File: src/rtl/datamem_ctrl_if.sv
// Load/store request bus between the core LSU and the data-memory controller.
// The master issues single-cycle requests; the slave answers with done/err/rdata.
interface datamem_ctrl_if;
   logic        req;
   logic        we;
   logic [31:0] addr;
   logic [2:0]  func3;
   logic [31:0] wdata;
   logic        busy;
   logic        done;
   logic        err;
   logic [31:0] rdata;

   modport master (
      output req, we, addr, func3, wdata,
      input  busy, done, err, rdata
   );

   modport slave (
      input  req, we, addr, func3, wdata,
      output busy, done, err, rdata
   );
endinterface

File: src/rtl/datamem_ctrl.sv
// RV32I data-memory controller: byte/half/word loads and stores on a
// word-wide memory, with read-modify-write for sub-word stores.
module datamem_ctrl (
   input  logic             clk,
   input  logic             reset,
   datamem_ctrl_if.slave    bus,
   output logic             mem_we,
   output logic [31:0]      mem_addr,
   output logic [31:0]      mem_wdata,
   input  logic [31:0]      mem_rdata,
   input  logic             mem_ready
);

   localparam logic [2:0] F3_B  = 3'b000;
   localparam logic [2:0] F3_H  = 3'b001;
   localparam logic [2:0] F3_W  = 3'b010;
   localparam logic [2:0] F3_BU = 3'b100;
   localparam logic [2:0] F3_HU = 3'b101;

   typedef enum logic [2:0] {
      S_IDLE,
      S_READ,
      S_WAIT,
      S_WRITE,
      S_RESP
   } state_t;

   state_t      state_q;
   logic        we_q;
   logic [31:0] addr_q;
   logic [2:0]  func3_q;
   logic [31:0] wdata_q;
   logic        busy_q;
   logic        done_q;
   logic        err_q;
   logic [31:0] rdata_q;
   logic        mem_we_q;
   logic [31:0] mem_addr_q;
   logic [31:0] mem_wdata_q;

   logic        acc_ok;
   logic        acc_sw;

   // Width code must exist for the direction and the address must be
   // naturally aligned for that width.
   function automatic logic f3_legal(
      input logic       w,
      input logic [2:0] f,
      input logic [1:0] a
   );
      logic ok;
      ok = 1'b0;
      case (f)
         F3_B:    ok = 1'b1;
         F3_H:    ok = ~a[0];
         F3_W:    ok = (a == 2'b00);
         F3_BU:   ok = ~w;
         F3_HU:   ok = ~w & ~a[0];
         default: ok = 1'b0;
      endcase
      return ok;
   endfunction

   // Pick the addressed lane out of the fetched word and extend it.
   function automatic logic [31:0] load_ext(
      input logic [2:0]  f,
      input logic [1:0]  a,
      input logic [31:0] word
   );
      logic [7:0]  b;
      logic [15:0] h;
      logic [31:0] r;
      b = word[{a, 3'b000} +: 8];
      h = a[1] ? word[31:16] : word[15:0];
      case (f)
         F3_B:    r = {{24{b[7]}}, b};
         F3_H:    r = {{16{h[15]}}, h};
         F3_BU:   r = {24'h0, b};
         F3_HU:   r = {16'h0, h};
         default: r = word;
      endcase
      return r;
   endfunction

   // Merge sub-word store data into the fetched word; SW replaces it all.
   function automatic logic [31:0] store_merge(
      input logic [2:0]  f,
      input logic [1:0]  a,
      input logic [31:0] word,
      input logic [31:0] wd
   );
      logic [31:0] m;
      m = word;
      case (f)
         F3_B: m[{a, 3'b000} +: 8] = wd[7:0];
         F3_H: begin
            if (a[1]) m[31:16] = wd[15:0];
            else      m[15:0]  = wd[15:0];
         end
         default: m = wd;
      endcase
      return m;
   endfunction

   // Classify the incoming request at the accept edge.
   always_comb begin
      acc_ok = f3_legal(bus.we, bus.func3, bus.addr[1:0]);
      acc_sw = bus.we & (bus.func3 == F3_W);
   end

   // Transaction FSM with all outputs registered.
   always_ff @(posedge clk or posedge reset) begin
      if (reset) begin
         state_q     <= S_IDLE;
         we_q        <= 1'b0;
         addr_q      <= '0;
         func3_q     <= '0;
         wdata_q     <= '0;
         busy_q      <= 1'b0;
         done_q      <= 1'b0;
         err_q       <= 1'b0;
         rdata_q     <= '0;
         mem_we_q    <= 1'b0;
         mem_addr_q  <= '0;
         mem_wdata_q <= '0;
      end else begin
         case (state_q)
            S_IDLE: begin
               if (bus.req) begin
                  we_q    <= bus.we;
                  addr_q  <= bus.addr;
                  func3_q <= bus.func3;
                  wdata_q <= bus.wdata;
                  busy_q  <= 1'b1;
                  err_q   <= 1'b0;
                  rdata_q <= '0;
                  if (!acc_ok) begin
                     state_q <= S_RESP;
                     done_q  <= 1'b1;
                     err_q   <= 1'b1;
                  end else if (acc_sw) begin
                     state_q     <= S_WRITE;
                     mem_we_q    <= 1'b1;
                     mem_addr_q  <= {bus.addr[31:2], 2'b00};
                     mem_wdata_q <= bus.wdata;
                  end else begin
                     state_q    <= S_READ;
                     mem_addr_q <= {bus.addr[31:2], 2'b00};
                  end
               end
            end
            S_READ: begin
               state_q <= S_WAIT;
            end
            S_WAIT: begin
               if (mem_ready) begin
                  if (we_q) begin
                     state_q     <= S_WRITE;
                     mem_we_q    <= 1'b1;
                     mem_addr_q  <= {addr_q[31:2], 2'b00};
                     mem_wdata_q <= store_merge(func3_q, addr_q[1:0],
                                                mem_rdata, wdata_q);
                  end else begin
                     state_q    <= S_RESP;
                     done_q     <= 1'b1;
                     mem_addr_q <= '0;
                     rdata_q    <= load_ext(func3_q, addr_q[1:0],
                                            mem_rdata);
                  end
               end
            end
            S_WRITE: begin
               state_q     <= S_RESP;
               done_q      <= 1'b1;
               mem_we_q    <= 1'b0;
               mem_addr_q  <= '0;
               mem_wdata_q <= '0;
            end
            S_RESP: begin
               state_q <= S_IDLE;
               done_q  <= 1'b0;
               busy_q  <= 1'b0;
            end
            default: begin
               state_q     <= S_IDLE;
               busy_q      <= 1'b0;
               done_q      <= 1'b0;
               mem_we_q    <= 1'b0;
               mem_addr_q  <= '0;
               mem_wdata_q <= '0;
            end
         endcase
      end
   end

   assign bus.busy  = busy_q;
   assign bus.done  = done_q;
   assign bus.err   = err_q;
   assign bus.rdata = rdata_q;
   assign mem_we    = mem_we_q;
   assign mem_addr  = mem_addr_q;
   assign mem_wdata = mem_wdata_q;

endmodule
File: src/flat_wrapper.sv
// flat-port wrapper written by rule: the top's interface ports become plain ports
module datamem_ctrl_flat 
  (clk, reset, mem_we, mem_addr, mem_wdata, mem_rdata, mem_ready, bus_req, bus_we, bus_addr, bus_func3, bus_wdata, bus_busy, bus_done, bus_err, bus_rdata);
  datamem_ctrl_if bus_i ();
  input  logic clk;
  input  logic reset;
  output logic mem_we;
  output logic [31:0] mem_addr;
  output logic [31:0] mem_wdata;
  input  logic [31:0] mem_rdata;
  input  logic mem_ready;
  input wire logic [$bits(bus_i.req)-1:0] bus_req;
  input wire logic [$bits(bus_i.we)-1:0] bus_we;
  input wire logic [$bits(bus_i.addr)-1:0] bus_addr;
  input wire logic [$bits(bus_i.func3)-1:0] bus_func3;
  input wire logic [$bits(bus_i.wdata)-1:0] bus_wdata;
  output wire logic [$bits(bus_i.busy)-1:0] bus_busy;
  output wire logic [$bits(bus_i.done)-1:0] bus_done;
  output wire logic [$bits(bus_i.err)-1:0] bus_err;
  output wire logic [$bits(bus_i.rdata)-1:0] bus_rdata;
  assign bus_i.req = bus_req;
  assign bus_i.we = bus_we;
  assign bus_i.addr = bus_addr;
  assign bus_i.func3 = bus_func3;
  assign bus_i.wdata = bus_wdata;
  assign bus_busy = bus_i.busy;
  assign bus_done = bus_i.done;
  assign bus_err = bus_i.err;
  assign bus_rdata = bus_i.rdata;
  datamem_ctrl u_core (.clk(clk), .reset(reset), .bus(bus_i), .mem_we(mem_we), .mem_addr(mem_addr), .mem_wdata(mem_wdata), .mem_rdata(mem_rdata), .mem_ready(mem_ready));
endmodule
File: config.mk
export PLATFORM = sky130hd
export DESIGN_NAME = datamem_ctrl_flat
export DESIGN_NICKNAME = d
export VERILOG_FILES = /design/src/rtl/datamem_ctrl_if.sv /design/src/rtl/datamem_ctrl.sv /design/src/flat_wrapper.sv
export SDC_FILE = /design/constraint.sdc
export NUM_CORES = 1
export LEC_CHECK = 0
export CAP_MARGIN = 20
export CORE_ASPECT_RATIO = 1.5
export CORE_MARGIN = 1.5
export CORE_UTILIZATION = 50
export CTS_CLUSTER_SIZE = 28
export DETAILED_ROUTE_END_ITERATION = 12
export PLACE_DENSITY_LB_ADDON = 0.12
export SLEW_MARGIN = 10
export SYNTH_ARGS = -nofsm -noshare
export SYNTH_HDL_FRONTEND = slang
export SYNTH_SLANG_ARGS = --single-unit
File: constraint.sdc
create_clock -name clk -period 7.89 [get_ports clk]
set_input_delay 1.9725 -clock clk [delete_from_list [all_inputs] [get_ports clk]]
set_output_delay 1.9725 -clock clk [all_outputs]
set_load 0.01 [all_outputs]
==> impl_results.md <==
- Outcome: finished clean
- Clk_skew: 0.00981 ns
- Commonest non-fill, non-tap cell in the layout: nand2_1
- Clk buf depth: 2
- Reg2reg end: u_core.mem_wdata[11]
- Ant. Diodes: 0
- Routability cong.: between 0.9 and 1
- CORE AREA: between 15000 and 20000 um2
- Setup_tns: 0 ns
- Initial Util: 0.511
- Reg area: 4230 um2
- Power Density: 392 nW/um2
- Fin. Hold Viols: 0
- #FFs+latches synth: approximately 170
- Gr ovfl total: 0
- Multi-input gate area: 3730 um2
- Period Utilization, post-route: 0.518
- Avg Vias per Cell: 6.00
- RSZ-0062 raised after global routing: false
- HP Start: u_core.bus.rdata[13]
- Layout Cells excl Fill: 1286
- Hold buffers post-CTS: 0
- CTS sink count: 169
- Top-area cell type share of the netlist area: 0.509
- Top_reg_cell synth: dfrtp_1
- Yosys warnings: 0
- Most frequent cells in the layout: nand2_1 (235), clkdlybuf4s50_1 (201), dfrtp_1 (169)
- Row count: 57
- Buf/Inv on CP: 1
- DRC errors left: 0
- CP Launch Type: input pin
- Drt pass-1 iters: 6
- Die height: about 160 um
- Slowest stage delay, CP: 0.96 ns
- CTS tree: done
- Routed len/inst: between 20 and 25 um
- Register clock-pin slew on the reported worst setup and hold paths: 0.06 ns
- Post-route ant nets: 0
- CTS H-tree lvls: 4
- Required time worst endpoint: 8.24 ns
- Final setup margin: 3.80 ns
- Worst-Skew Late Latency: 0.43 ns
- Leakage: approximately 4.9 nW
- HP Class: reg2reg
- FF-to-FF path depth: 5
- Clock Power Share: 0.199
- Vias post-DR: between 7000 and 8000
- GRT Resource Usage Total: 0.311
- Crit end category: register
- P_int: 2.55 mW
- Worst vdd ir: 0.272 mV
- Flop pwr share: 0.355
- Arrival time at the worst endpoint: 4.44 ns
- Vias in the first global route: 7457
- Synthesized area: about 8300 um2
- # nets final: 1176
- Top Family by Delay on Critical Path: simple AND/OR/NAND/NOR gates
- RR Startpoint: u_core.func3_q[1]
- P_sw: between 1.5 and 2 mW
- Num CTS Buffers: 17
- Crit Path Category: in2reg
- Dpl cells: roughly 1300
- Largest net degree at the start of global routing: 101
- Fmax: about 240 MHz
- CTS resizes: 0
- Port-buffer cells: 201
- IO Pins: 204
- Worst-Margin Slew: 1.04 ns
- Layout cells sized above 1: 0.0519
- First-iteration detailed-routing DRC count: 564
- Yosys top cell by area: dfrtp_1
- Ranking of synthesized cells by area: dfrtp_1 (51%), nand2_1 (11%), a22oi_1 (3.3%)
- FFs w/ async S/R, synth: 1.00
- Worst reg-to-reg setup slack: 4.81 ns
- Die X: 108 um
- Post-CTS Setup Bufs: 0
- Avg Synthesized Cell Area: 9.20 um2
- Tmin final: 4.09 ns
- Maxcap violations: 0
- Rel. slew slack: 0.299
- Slew Limit Fails: 0
- Area grow syn2layout: 32.6%
- Post-Place Worst Slack: 3.44 ns
- Net Sw Frac: 0.410
- Critical-path top delay cell: nor2_1
- DIE AREA: 17400 um2
- Seq/Total Area, Yosys: 0.509
- Root buf cell: clkbuf_16
- Filler cells: 1373
- Gate Count Post-Synth: 904
- Initial antenna violation count: 0
- Post-synth EDFFs: 0
- Crit path max fanout: 18
- Yosys cell types: 53
- Setup violators final: 0
- Hold Path Stages: 1
- Global-route wire length before repair: between 40 and 50 mm
- Combinational Power Share: 0.446
- HPWL after DPL: 18.7 mm
- Final WL: 26.6 mm
- Critical Path, Cell by Cell: clkdlybuf4s50_1 -> nor2b_1 -> nand2_1 -> nor2_1 -> a221o_1
- WHS: 0.475 ns
- Hold EP: u_core.bus.rdata[13]
[per-layer routing]
metal,wire (um),up-vias,global-route usage
met5,0,-,0
met4,1290,0,0.156
met3,1910,65,0.0621
met2,13500,363,0.514
met1,9930,3744,0.385
li1,-,3545,-
[worst register-to-register path, delay by kind of cell, from the launching register on]
| family | cells | cell delay (ns) |
|---|---|---|
| AO/OA/AOI/OAI | 2 | 0.65 |
| flip-flops | 1 | 0.73 |
| AND/OR/NAND/NOR | 3 | 1.57 |
[worst max path at each step]
stage / startpoint / end / slack (ns) / cells after the start
after global placement: mem_ready / u_core.bus.rdata[28] / 3.51 / 5
after global routing: mem_ready / u_core.bus.rdata[25] / 3.56 / 5
after detailed placement: bus_func3[2] / u_core.mem_addr[17] / 3.44 / 5
final: mem_ready / u_core.bus.rdata[25] / 3.80 / 5
after floorplan: reset / u_core.addr_q[0] / 1.34 / 1
after CTS: bus_func3[2] / u_core.mem_addr[16] / 3.85 / 6
[metrics by stage]
stage                     total power, mW   util  area, um2
after floorplan                      2.64      -       8320
after global placement               3.39  0.638      10400
after detailed placement             3.43  0.638      10400
after CTS                            4.30  0.675      11000
after global routing                 4.58  0.678      11000
final                                4.33  0.678      11000
[synth_stat cells, drive strengths merged, types with 3 or more instances]
master and n:
a2bb2oi 8, clkbuf 37, dfrtp 169, mux2i 15, o221ai 8, inv 13, buf 34, a21o 12
o31ai 7, a31oi 9, a22oi 36, and2 10, a21oi 51, a221oi 16, a32o 3, a22o 13
nor2b 18, or4 3, o2bb2ai 21, a221o 20, a211oi 10, a222oi 3, o21ai 24, nand2 236
ha 5, nor3 14, o22ai 8, nor2 70, nand3 4, nand2b 4
[power by group through the flow]
| stage | combinational (mW) | sequential (mW) | clock, mW |
|---|---|---|---|
| 2_1_floorplan | 1.15 | 1.49 | 0 |
| 3_3_place_gp | 1.85 | 1.54 | 0 |
| 3_5_place_dp | 1.89 | 1.54 | 0 |
| 4_1_cts | 1.90 | 1.53 | 0.872 |
| 5_1_grt | 2.11 | 1.57 | 0.907 |
| 6_report | 1.93 | 1.54 | 0.861 |
[sequential cells by signal, summed over array words and instances (netlist names)]
name and count:
u_core.addr_q 32, u_core.bus.rdata 32, u_core.mem_wdata 32, u_core.wdata_q 32
u_core.mem_addr 30, u_core.func3_q 3, u_core.state_q 3, u_core.bus.busy 1
u_core.bus.done 1, u_core.bus.err 1, u_core.mem_we 1, u_core.we_q 1
[cell type report]
| class | instances | area share |
|---|---|---|
| Sequential cell | 169 | 0.384 |
| Multi-Input combinational cell | 652 | 0.339 |
| Timing Repair Buffer | 214 | 0.194 |
| Clock buffer | 19 | 0.0411 |
| Tap cell | 206 | 0.0234 |
| Clock inverter | 13 | 0.0144 |
| Inverter | 13 | 0.00488 |
[logic make-up after synthesis]
group,after synthesis,synth area share
flip-flops,169,0.509
AND/OR/NAND/NOR,370,0.187
other,1,0.000451
multiplexers,16,0.0208
buffers and inverters,84,0.0435
adder cells (fa/ha/maj),5,0.00753
AO/OA/AOI/OAI,259,0.232
(Power assumes the default switching activity.)
